--- src/rtl/axi_io_pmp_pkg.sv ---
// Shared AXI response codes and FSM state types for the IO-PMP error responder.
package axi_io_pmp_pkg;

  localparam logic [1:0] RESP_OKAY   = 2'b00;
  localparam logic [1:0] RESP_EXOKAY = 2'b01;
  localparam logic [1:0] RESP_SLVERR = 2'b10;
  localparam logic [1:0] RESP_DECERR = 2'b11;

  typedef enum logic [1:0] {
    W_IDLE = 2'd0,
    W_DATA = 2'd1,
    W_RESP = 2'd2
  } wr_state_e;

  typedef enum logic {
    R_IDLE = 1'b0,
    R_DATA = 1'b1
  } rd_state_e;

endpackage

--- src/rtl/axi_err_rd_gen.sv ---
// Read side of the error responder: accepts one AR and plays out arlen+1 error beats.
module axi_err_rd_gen
  import axi_io_pmp_pkg::*;
#(
  parameter int ID_WIDTH = 8
) (
  input  logic                clk,
  input  logic                rst,
  input  logic [ID_WIDTH-1:0] arid,
  input  logic [7:0]          arlen,
  input  logic                arvalid,
  output logic                arready,
  output logic [ID_WIDTH-1:0] rid,
  output logic                rlast,
  output logic                rvalid,
  input  logic                rready,
  output logic                rd_done
);

  rd_state_e  state;
  logic [7:0] beats_left;

  // beats_left counts down to zero and the burst ends there, so arlen=255 gives 256 beats without wrap.
  always_ff @(posedge clk or posedge rst) begin
    if (rst) begin
      state      <= R_IDLE;
      beats_left <= '0;
      rid        <= '0;
    end else if (state == R_IDLE) begin
      if (arvalid) begin
        state      <= R_DATA;
        rid        <= arid;
        beats_left <= arlen;
      end
    end else if (rready) begin
      if (beats_left == 8'd0) state <= R_IDLE;
      else                    beats_left <= beats_left - 8'd1;
    end
  end

  assign arready = (state == R_IDLE);
  assign rvalid  = (state == R_DATA);
  assign rlast   = rvalid && (beats_left == 8'd0);
  assign rd_done = rvalid && rready && rlast;

endmodule

--- src/rtl/axi_io_pmp_err_slv.sv ---
// AXI4 sink for PMP-denied traffic: completes writes and reads with an error response
// and keeps saturating per-direction counts of completed denials.
module axi_io_pmp_err_slv
  import axi_io_pmp_pkg::*;
#(
  parameter int          DATA_WIDTH  = 32,
  parameter int          ID_WIDTH    = 8,
  parameter int          BUSER_WIDTH = 1,
  parameter int          RUSER_WIDTH = 1,
  parameter logic [1:0]  RESP        = RESP_SLVERR,
  parameter logic [31:0] RDATA_FILL  = 32'hDEAD_BEEF,
  parameter int          CNT_WIDTH   = 16
) (
  input  logic                   clk,
  input  logic                   rst,
  input  logic [ID_WIDTH-1:0]    s_axi_awid,
  input  logic                   s_axi_awvalid,
  output logic                   s_axi_awready,
  input  logic                   s_axi_wlast,
  input  logic                   s_axi_wvalid,
  output logic                   s_axi_wready,
  output logic [ID_WIDTH-1:0]    s_axi_bid,
  output logic [1:0]             s_axi_bresp,
  output logic [BUSER_WIDTH-1:0] s_axi_buser,
  output logic                   s_axi_bvalid,
  input  logic                   s_axi_bready,
  input  logic [ID_WIDTH-1:0]    s_axi_arid,
  input  logic [7:0]             s_axi_arlen,
  input  logic                   s_axi_arvalid,
  output logic                   s_axi_arready,
  output logic [ID_WIDTH-1:0]    s_axi_rid,
  output logic [DATA_WIDTH-1:0]  s_axi_rdata,
  output logic [1:0]             s_axi_rresp,
  output logic                   s_axi_rlast,
  output logic [RUSER_WIDTH-1:0] s_axi_ruser,
  output logic                   s_axi_rvalid,
  input  logic                   s_axi_rready,
  input  logic                   cnt_clear,
  output logic [CNT_WIDTH-1:0]   wr_err_cnt,
  output logic [CNT_WIDTH-1:0]   rd_err_cnt
);

  localparam int                     FILL_REPS = (DATA_WIDTH + 31) / 32;
  localparam logic [FILL_REPS*32-1:0] FILL_WIDE = {FILL_REPS{RDATA_FILL}};

  wr_state_e w_state;
  logic      wr_done;
  logic      rd_done;

  // Write beats are drained without looking at awlen; wlast alone ends the burst.
  always_ff @(posedge clk or posedge rst) begin
    if (rst) begin
      w_state   <= W_IDLE;
      s_axi_bid <= '0;
    end else begin
      case (w_state)
        W_IDLE: if (s_axi_awvalid) begin
          w_state   <= W_DATA;
          s_axi_bid <= s_axi_awid;
        end
        W_DATA: if (s_axi_wvalid && s_axi_wlast) w_state <= W_RESP;
        W_RESP: if (s_axi_bready) w_state <= W_IDLE;
        default: w_state <= W_IDLE;
      endcase
    end
  end

  assign s_axi_awready = (w_state == W_IDLE);
  assign s_axi_wready  = (w_state == W_DATA);
  assign s_axi_bvalid  = (w_state == W_RESP);
  assign s_axi_bresp   = RESP;
  assign s_axi_buser   = '0;
  assign wr_done       = s_axi_bvalid && s_axi_bready;

  axi_err_rd_gen #(
    .ID_WIDTH (ID_WIDTH)
  ) u_rd_gen (
    .clk     (clk),
    .rst     (rst),
    .arid    (s_axi_arid),
    .arlen   (s_axi_arlen),
    .arvalid (s_axi_arvalid),
    .arready (s_axi_arready),
    .rid     (s_axi_rid),
    .rlast   (s_axi_rlast),
    .rvalid  (s_axi_rvalid),
    .rready  (s_axi_rready),
    .rd_done (rd_done)
  );

  assign s_axi_rdata = FILL_WIDE[DATA_WIDTH-1:0];
  assign s_axi_rresp = RESP;
  assign s_axi_ruser = '0;

  // Clear takes priority over a same-cycle completion; counts stick at all-ones.
  always_ff @(posedge clk or posedge rst) begin
    if (rst) begin
      wr_err_cnt <= '0;
      rd_err_cnt <= '0;
    end else if (cnt_clear) begin
      wr_err_cnt <= '0;
      rd_err_cnt <= '0;
    end else begin
      if (wr_done && (wr_err_cnt != '1)) wr_err_cnt <= wr_err_cnt + CNT_WIDTH'(1);
      if (rd_done && (rd_err_cnt != '1)) rd_err_cnt <= rd_err_cnt + CNT_WIDTH'(1);
    end
  end

endmodule

--- config.mk ---
export PLATFORM = sky130hd
export DESIGN_NAME = axi_io_pmp_err_slv
export DESIGN_NICKNAME = d
export VERILOG_FILES = /design/src/rtl/axi_io_pmp_pkg.sv /design/src/rtl/axi_err_rd_gen.sv /design/src/rtl/axi_io_pmp_err_slv.sv
export SDC_FILE = /design/constraint.sdc
export NUM_CORES = 1
export LEC_CHECK = 0
export ABC_AREA = 1
export CORE_ASPECT_RATIO = 1.1
export CORE_MARGIN = 3
export CORE_UTILIZATION = 50
export CTS_CLUSTER_DIAMETER = 150
export CTS_CLUSTER_SIZE = 30
export DETAILED_ROUTE_END_ITERATION = 16
export PLACE_DENSITY = 0.87
export SETUP_SLACK_MARGIN = 0.1
export SLEW_MARGIN = 10
export SYNTH_ARGS = -nofsm -noshare
export SYNTH_HDL_FRONTEND = slang
export SYNTH_SLANG_ARGS = --single-unit
--- constraint.sdc ---
create_clock -name clk -period 3 [get_ports clk]
set_input_delay 0.3 -clock clk [delete_from_list [all_inputs] [get_ports clk]]
set_output_delay 0.3 -clock clk [all_outputs]
set_load 0.1 [all_outputs]
== After elaboration in Yosys (flattened, before gate mapping) ==
Index checks and enable logic that the tools add are counted.
W data, S select, Z words.

* Register bits: 59
* Bits of input ports: 33
* Output and inout port bits: 92
* Word-level logic and storage cells: 52

* Add/subtract/negate cells: 3
* Equality and inequality tests: 9
* Muxes and demuxes: 16
* Bitwise gates (word level): 1
* Reduce and logical (&&, ||, !) cells: 16

{| class="wikitable"
|+ Operators by type and width
! cell !! count
|-
| $mux W16 || 4
|-
| $add A16 B1 Y16 const B || 2
|-
| $mux W8 || 4
|-
| $ne A16 B16 Y1 const B || 2
|-
| $logic_not A8 Y1 || 1
|-
| $sub A8 B1 Y8 const B || 1
|-
| $logic_and A1 B1 Y1 || 7
|-
| $mux W2 || 3
|-
| $ne A2 B2 Y1 const B || 3
|-
| $pmux W2 S3 || 1
|-
| $reduce_and A3 Y1 || 2
|-
| $reduce_bool A2 Y1 || 3
|-
| $mux W1 || 4
|-
| $ne A2 B1 Y1 const B || 2
|-
| $reduce_and A2 Y1 || 2
|-
| $eq A2 B1 Y1 const B || 1
|-
| $eq A2 B2 Y1 const B || 1
|-
| $logic_not A2 Y1 || 1
|-
| $not A1 Y1 || 1
|}

== Longest topological paths before layout ==
Gate-level depths: netlist (run 1).

* Word-level depth: 6
* Depth in mapped cells: 10
* Gate-level depth less buffers: 9

== Modules after synthesis ==
From an unflattened synthesis (run 1), not the netlist that was laid out.

* Cell total of the unflattened synthesis: 521
* Area total of the unflattened synthesis: 3813.7 sq um

{| class="wikitable"
|+ By module, submodules not included
! module !! instances !! cells an instance !! area an instance (sq um) !! sequential area each (sq um)
|-
| axi_io_pmp_err_slv || 1 || 386 || 2787.7 || 1051.0
|-
| axi_err_rd_gen || 1 || 135 || 1026.0 || 425.4
|}

== Least setup slack after synthesis (run 1) ==
OpenSTA, ideal clock, no wires.

* Kind: register to output
* Start point: register u_rd_gen.state, in the netlist u_rd_gen.rvalid
* End point: output port s_axi_rlast
* Arrival time: 3.481 ns
* Data required time: 2.700 ns
* Path slack: -0.781 ns
* Cell stages (with the launch flop): 4
* Buffers on the path: 1
* Cells stage by stage: dfrtp_1 > clkbuf_1 > nand2_1 > nor3_1

* Word-level cells in the longest chain between the ends: 1

{| class="wikitable"
|+ Ends and longest elaborated chain
! element !! RTL line !! text
|-
| start: declaration || axi_err_rd_gen.sv:20 || <nowiki>rd_state_e state;</nowiki>
|-
| start signal: assignment || axi_err_rd_gen.sv:26 || <nowiki>state <= R_IDLE;</nowiki>
|-
| start signal: assignment || axi_err_rd_gen.sv:31 || <nowiki>state <= R_DATA;</nowiki>
|-
| start signal: assignment || axi_err_rd_gen.sv:36 || <nowiki>if (beats_left == 8'd0) state <= R_IDLE;</nowiki>
|-
| $logic_and A1 B1 Y1 || axi_err_rd_gen.sv:43 || <nowiki>assign rlast = rvalid && (beats_left == 8'd0);</nowiki>
|-
| end: declaration || axi_io_pmp_err_slv.sv:34 || <nowiki>output logic s_axi_rlast,</nowiki>
|}

No other way between the ends.

== Worst setup path after layout (run 1) ==
* Start point: register u_rd_gen.state, in the netlist u_rd_gen.rvalid
* End point: register u_rd_gen.beats_left[1]

* Word-level cells in the longest chain between the ends: 2
* Elaborated cells on any way between the ends: 5
* Classes of those cells: eq/ne (2); mux (1); reduce/logical (2)

{| class="wikitable"
|+ Ends and longest elaborated chain
! element !! RTL line !! text
|-
| $ne A2 B2 Y1 (no source line) / $reduce_bool A2 Y1 (equally long branches) || -- ||
|-
| $reduce_and A3 Y1 (no source line) || -- ||
|-
| end signal: assignment || axi_err_rd_gen.sv:33 || <nowiki>beats_left <= arlen;</nowiki>
|-
| end signal: assignment || axi_err_rd_gen.sv:37 || <nowiki>else beats_left <= beats_left - 8'd1;</nowiki>
|-
| end: declaration || axi_err_rd_gen.sv:21 || <nowiki>logic [7:0] beats_left;</nowiki>
|}

Parallel ways exist; a longest one is shown, timed or not.
A chain may end at the register's enable or synchronous reset.

==> metrics.md, run 1 <==
| Metric | Value |
|---|---|
| Area fraction in compound gates after synthesis | 0.0613 |
| Htree depth | 3 |
| Syn avg cell area | 7.51 sq um |
| XOR/XNOR Fraction of Synth Area | 0.0337 |
| Peak supply drop | about 600 uV |
| Filler Cell Count | between 500 and 600 |
| Achievable Freq | 508 MHz |
| Total die area | approximately 8300 sq um |
| Final setup fails | 0 |
| RSZ-0062 raised after global routing | false |
| Worst reg-to-reg path cell count | 7 |
| Number of global-route vias before repair | 3,198 |
| Largest net degree at the start of global routing | 32 |
| Die Wd | approximately 87 um |
| Area delta synth->final | 24.1% |
| Power per cell area | 851 nW/um^2 |
| DR WL/cell | approximately 13 um |
| Wire length of the first global-routing pass | about 15 mm |
| Register area share after synthesis | 0.406 |
| Tmin final | just under 2 ns |
| Crit path largest cell delay | between 0.6 and 0.7 ns |
| Resize count post-CTS | 0 |
| Core ar. | between 6000 and 7000 sq um |
| Residual DRC count | 0 |
| Worst path bufs/invs | 2 |
| Post-synthesis simple-gate area fraction | 0.330 |
| WP data arrival | 2.18 ns |
| Hold-fix buffers, CTS | 0 |
| Pins Over Slew Limit | 0 |
| Synth top area share | 0.406 |
| Worst setup SP type | register |
| Worst r2r dst | u_rd_gen.beats_left[1] |
| Die Span Y | roughly 95 um |
| Clk sinks | slightly below 60 |
| Outcome | completed |
| Period Utilization, post-route | 0.657 |
| Pleak | around 2.3 nW |
| Setup Crit Path Kind | register to register |
| CTS Buf Count | 9 |
| Row cnt | 31 |
| Non-filler cells, final | ~660 |
| FF+latch count, synth | 59 |
| DR iter-0 viols | ~120 |
| GRT Total Usage | 0.218 |
| Hold Fails Final Rpt | 0 |
| CTS tree | built |
| Clk_lat worst skew | 0.33 ns |
| Setup Fix Bufs, Post-CTS | 0 |
| Top cell type by total area after synthesis | dfrtp_1 |
| Clock Path Buffers | 2 |
| Port bufs | 86 |
| Crit. End Element | register |
| Final ANT Viol Nets | 0 |
| Number of synthesis warnings | 0 |
| Final setup TNS | 0 ns |
| Critical Path Fanout Max | 14 |
| Crit-path leading delay family | flip-flops |
| Mapped Cells | 484 |
| Top_reg_cell synth | dfrtp_1 |
| ANT cells | 0 |
| Req. time, crit path | around 3.2 ns |
| Synth cell types | 34 |
| Routability cong. | 0.936 |
| Initial antenna violation count | 0 |
| FFs w/ async S/R, synth | 1.00 |
| Placed cells | roughly 650 |
| Largest cells by area after synthesis | dfrtp_1, nand2_1, buf_4 |
| Adder-Cell Fraction of Synth Area | 0.0138 |
| Max-cap violations | 0 |
| CP max-delay cell | dfrtp_1 |
| Clock transition at the registers of the reported paths | about 0.070 ns |
| Detailed Route WL | about 9 mm |
| Post-synth EDFFs | 0 |
| Mux cell area share after synthesis | 0.0248 |
| Initial core utilization | 0.533 |
| IO Count | about 130 |
| Detailed Place HPWL | approximately 6.5 mm |
| Nets@finish | 611 |
| Reg-to-Reg Start | u_rd_gen.rvalid |
| Clock skew | around 0.0066 ns |
| Critical path cell sequence | inv_2 > nand2_2 > o21ai_0 > nand2_1 > inv_1 > o211ai_1 > o21ai_1 |
| First-pass DRT Iterations | 4 |
| Core Util, Final | 0.661 |
| Clock root buffer | clkbuf_8 |
| Total power | between 3 and 4 mW |
| Share of cells above drive strength 1 | 0.169 |
| Main combinational cell family by area after synthesis | simple AND/OR/NAND/NOR gates |
| Mapped Area | between 3000 and 4000 sq um |
| Vias after detailed routing | roughly 3,400 |
| Setup slack, reg-to-reg | slightly above 1 ns |
| Min Hold Slack | roughly 0.22 ns |
| Via density | ~5 |
| Hold Crit Class | input port to asynchronous set/reset pin |
| GRT overflow | 0 |
[registers in the layout (all words and copies together), names as in the netlist]
signal and cells:
rd_err_cnt 16, s_axi_bid 8, u_rd_gen.beats_left 8, u_rd_gen.rid 8, u_rd_gen.rvalid 1, w_state 2
wr_err_cnt 16
[worst max-delay path by stage]
| stage | cells past startpoint | endpoint | from |
|---|---|---|---|
| floorplan | 3 | s_axi_rlast | u_rd_gen.rvalid |
| global placement | 7 | wr_err_cnt[15] | cnt_clear |
| detailed placement | 7 | wr_err_cnt[2] | cnt_clear |
| CTS | 7 | u_rd_gen.beats_left[1] | u_rd_gen.rvalid |
| global route | 7 | u_rd_gen.beats_left[1] | u_rd_gen.rvalid |
| finish | 7 | u_rd_gen.beats_left[1] | u_rd_gen.rvalid |
[cells in the final DEF (no fill, tap or decap), types with 2 or more instances in the layout]
cell	n
o31ai_1	2
o21bai_1	8
conb_1	38
o21ai_1	3
nor2_4	3
nand2_2	3
dfrtp_1	59
clkbuf_8	12
inv_2	4
nand3_1	24
xor2_1	13
a21oi_1	5
clkdlybuf4s50_1	32
o21ai_0	14
o211ai_1	2
ha_1	4
inv_1	29
nand4_1	23
buf_4	58
nor2_1	54
nand2_1	164
nor3_1	2
mux2_2	8
clkinv_2	2
[layer usage]
metal | wire length [um] | vias up | part of all wire | GRT usage
met3 | 548 | 9 | 0.062 | 0.0467
met2 | 4390 | 108 | 0.50 | 0.367
met5 | 0 | - | 0 | 0
li1 | - | 1661 | - | -
met4 | 83 | 0 | 0.0094 | 0.0588
met1 | 3770 | 1618 | 0.43 | 0.282
[kinds of logic (layout without fill, tap and decap cells)]
| family | Yosys count | count (layout) |
|---|---|---|
| adder cells (fa/ha/maj) | 4 | 4 |
| flip-flops | 59 | 59 |
| AND/OR/NAND/NOR | 279 | 279 |
| multiplexers | 8 | 8 |
| AO/OA/AOI/OAI | 37 | 37 |
| other | 2 | 38 |
| XOR/XNOR | 14 | 14 |
| buffers and inverters | 81 | 140 |
[area by class of cell]
cell class / count / area, sq um / share of cell area
multi-input cells: 380 / 1840 / 0.407
flip-flops and latches: 59 / 1480 / 0.327
repair buffers: 90 / 756 / 0.167
clock buffers: 12 / 165 / 0.0366
inverters: 34 / 128 / 0.0283
well taps: 82 / 103 / 0.0227
clock inverters: 4 / 47.5 / 0.0105
[where the power goes]
| group | internal (mW) | total, mW | switching (mW) |
|---|---|---|---|
| Sequential | 0.965 | 1.08 | 0.115 |
| Combinational | 0.415 | 2.00 | 1.58 |
| Clock | 0.449 | 0.763 | 0.314 |
| Total | 1.83 | 3.84 | 2.01 |
[synth_stat cells, types with 2 or more instances]
master and n:
mux2_2 8, nand3_1 24, o21ai_1 3, buf_2 2, nor2_4 3, nor3_1 3
o21bai_1 8, xor2_1 13, a21oi_1 5, nand4_1 23, inv_2 3, o211ai_1 2
buf_4 39, nand2_2 3, nor2_1 54, nand2_1 164, clkbuf_1 4, buf_6 2
ha_1 4, inv_1 30, o21ai_0 14, o31ai_1 2, dfrtp_1 59, conb_1 2
[stage by stage]
stage          worst slack, ns  area [sq um]
6_report                  1.03          4510
4_1_cts                   1.01          4510
3_5_place_dp             0.965          4300
2_1_floorplan            0.451          3780
3_3_place_gp              1.06          4300
5_1_grt                  0.781          4510
(Power assumes the default switching activity.)
==> run 2, diff against run 1 <==
--- a/config.mk
+++ b/config.mk
@@ -8,11 +8,11 @@
 export ABC_AREA = 1
 export CORE_ASPECT_RATIO = 1.1
 export CORE_MARGIN = 3
-export CORE_UTILIZATION = 50
+export CORE_UTILIZATION = 46
 export CTS_CLUSTER_DIAMETER = 150
 export CTS_CLUSTER_SIZE = 30
 export DETAILED_ROUTE_END_ITERATION = 16
-export PLACE_DENSITY = 0.87
+export PLACE_DENSITY = 0.81
 export SETUP_SLACK_MARGIN = 0.1
 export SLEW_MARGIN = 10
 export SYNTH_ARGS = -nofsm -noshare
==> constraint.sdc (replaced) <==
create_clock -name clk -period 2 [get_ports clk]
set_input_delay 0.2 -clock clk [delete_from_list [all_inputs] [get_ports clk]]
set_output_delay 0.2 -clock clk [all_outputs]
set_load 0.1 [all_outputs]
==> run 2 against run 1 <==
  * Utilization down 3.7 points
  * Setup slack got worse by 0.83 ns
  * Global-route usage fell by 2.5 points
  * Register-to-register slack worse by 0.71 ns
  * Critical endpoint is now s_axi_rlast
==> metrics.md, run 2 (same netlist as run 1, synthesis figures left out) <==
| Metric | Value |
|---|---|
| Outcome | completed |
| Die Wd | 90.8 um (+4.0%) |
| Achievable Freq | between 500 and 600 MHz |
| Routability cong. | 0.881 (-5.9%) |
| Crit path largest cell delay | 0.38 ns (-0.25 ns) |
| Clk sinks | 59 (unchanged) |
| Worst setup SP type | register |
| Non-filler cells, final | 688 (+4.1%) |
| Core ar. | 7560 sq um (+11%) |
| GRT overflow | 0 (unchanged) |
| Vias after detailed routing | 3,406 (+0.29%) |
| DR iter-0 viols | 237 (+91%) |
| Clock root buffer | clkbuf_8 |
| Residual DRC count | 0 (unchanged) |
| Hold Crit Class | input port to asynchronous set/reset pin |
| Regs by FF count | rd_err_cnt (16), wr_err_cnt (16) |
| WP data arrival | 1.60 ns (-0.58 ns) |
| Port bufs | 86 (unchanged) |
| Most frequent cells in the layout | nand2_1, buf_4, nor2_1, conb_1, clkdlybuf4s50_1 |
| Post-Place Setup Slack | 0.232 ns (-0.733 ns) |
| Post-route setup slack | 0.197 ns (-0.833 ns) |
| Hold Fails Final Rpt | 0 (unchanged) |
| Final ANT Viol Nets | 0 (unchanged) |
| IO Count | 125 (unchanged) |
| Via density | 4.95 (-3.6%) |
| Htree depth | 3 (unchanged) |
| Req. time, crit path | 1.80 ns (-1.41 ns) |
| Switch share | 0.505 (-0.0188) |
| Clock Path Buffers | 2 (unchanged) |
| Critical Path Fanout Max | 4 (-10) |
| ANT cells | 0 (unchanged) |
| Area delta synth->final | 29.8% |
| Clock skew | 0.0121 ns (+0.00556 ns) |
| Nets@finish | 615 (+0.65%) |
| Detailed Route WL | 8.66 mm (-1.5%) |
| Period Utilization, post-route | 0.901 |
| Detailed Place HPWL | 6.56 mm (+0.51%) |
| RSZ-0062 raised after global routing | false |
| Core Util, Final | 0.624 (-0.0367) |
| DR WL/cell | 12.6 um (-5.4%) |
| Clock transition at the registers of the reported paths | 0.08 ns (about the same) |
| Comb power frac | 0.510 (-0.010) |
| Int Power | 3.00 mW (+64%) |
| Row cnt | 33 (+6.5%) |
| Largest net degree at the start of global routing | 45 (+41%) |
| Flop pwr share | 0.269 (-0.012) |
| First-pass DRT Iterations | 4 (unchanged) |
| Total power | 6.06 mW (+58%) |
| Power per cell area | 1280 nW/um^2 (+51%) |
| CTS tree | built |
| Setup Crit Path Kind | register to output port |
| Pleak | 2.27 nW (-0.27%) |
| Sw Pwr | 3.06 mW (+52%) |
| Pins Over Slew Limit | 0 (unchanged) |
| Peak supply drop | 1400 uV (+130%) |
| Final setup fails | 0 (unchanged) |
| Placed cells | 671 (+4.0%) |
| Clock share of power | 0.221 (+0.022) |
| Critical path cell sequence | inv_1 > ha_1 > nand3_1 > nor3_4 > buf_12 |
| CP max-delay cell | dfrtp_1 |
| Number of global-route vias before repair | 3,240 (+1.3%) |
| Total die area | 9010 sq um (+8.1%) |
| Tmin final | 1.80 ns |
| Crit. End Element | output port |
| Wire length of the first global-routing pass | 14.4 mm (-1.1%) |
| Die Span Y | 99.2 um (+4.0%) |
| CTS Buf Count | 9 (unchanged) |
| Initial antenna violation count | 0 (unchanged) |
| Max-cap violations | 0 (unchanged) |
| GRT Total Usage | 0.193 (-0.0248) |
| Clk_lat worst skew | 0.34 ns (about the same) |
| Most common cell after layout, fill and taps aside | nand2_1 |
| Initial core utilization | 0.481 (-0.0514) |
| Share of cells above drive strength 1 | 0.230 (+0.0606) |
[run 2: cell count changes in the layout (fill, tap and decap cells not counted), moves of 2 or more]
cell,before,now
buf_12,0,5
dfrtp_2,0,29
dfrtp_1,59,30
clkbuf_8,12,10
inv_1,29,27
bufinv_16,1,3
[run 2: power by group through the flow]
| stage | clock [mW] | sequential [mW] | combinational, mW |
|---|---|---|---|
| finish | 1.34 | 1.63 | 3.09 |
| global placement | 0 | 1.63 | 3.05 |
| global route | 1.42 | 1.66 | 3.26 |
| floorplan | 0 | 2.78 | 1.35 |
| CTS | 1.37 | 1.63 | 3.10 |
| detailed placement | 0 | 1.64 | 3.10 |
[run 2: path summary, 6_finish.rpt]
check                                       startpoint                     end  slack, ns  cells past startpoint
worst max-delay path            u_rd_gen.beats_left[0]             s_axi_rlast       0.20                      5
worst min-delay path                               rst           rd_err_cnt[8]       0.16                      2
worst min register to register         u_rd_gen.rid[6]         u_rd_gen.rid[6]       0.49                      2
worst max register to register         u_rd_gen.rvalid  u_rd_gen.beats_left[1]       0.32                      7
min in group clk                         s_axi_arid[6]         u_rd_gen.rid[6]       0.41                      3
max in group asynchronous                          rst           wr_err_cnt[0]       1.26                      3
[run 2: critical path, delay by kind of cell, from the launching register on]
kind | cells | cell delay [ns]
and+or+nand+nor | 2 | 0.36
buffers and inverters | 2 | 0.32
DFF | 1 | 0.38
adders and majority gates | 1 | 0.23
[run 2: cell type report]
type	count	area, sq um
clock buffer	11	141
tap	105	131
timing repair buffer	94	848
fill	686	2840
multi-input combinational	380	1850
clock inverter	5	100
inverter	34	131
sequential	59	1510
[run 2: through the flow]
step                setup TNS (ns)  hold WS, ns  area, sq um
finish                           0        0.162         4720
detailed placement               0        0.474         4460
CTS                              0        0.170         4700
global placement                 0        0.465         4460
floorplan                   -0.115        0.310         3840
global route                     0        0.191         4720
[run 2: repair_timing]
item                       CTS  global route
setup buffers                0             1
setup endpoints to repair    0            20
gates resized for setup      0             1
hold buffers                 0             0
[run 2: per-layer routing]
metal | part of all wire | track usage
met4 | 0.021 | 0.0777
met5 | 0 | 0
met2 | 0.51 | 0.347
met1 | 0.40 | 0.225
met3 | 0.069 | 0.0401
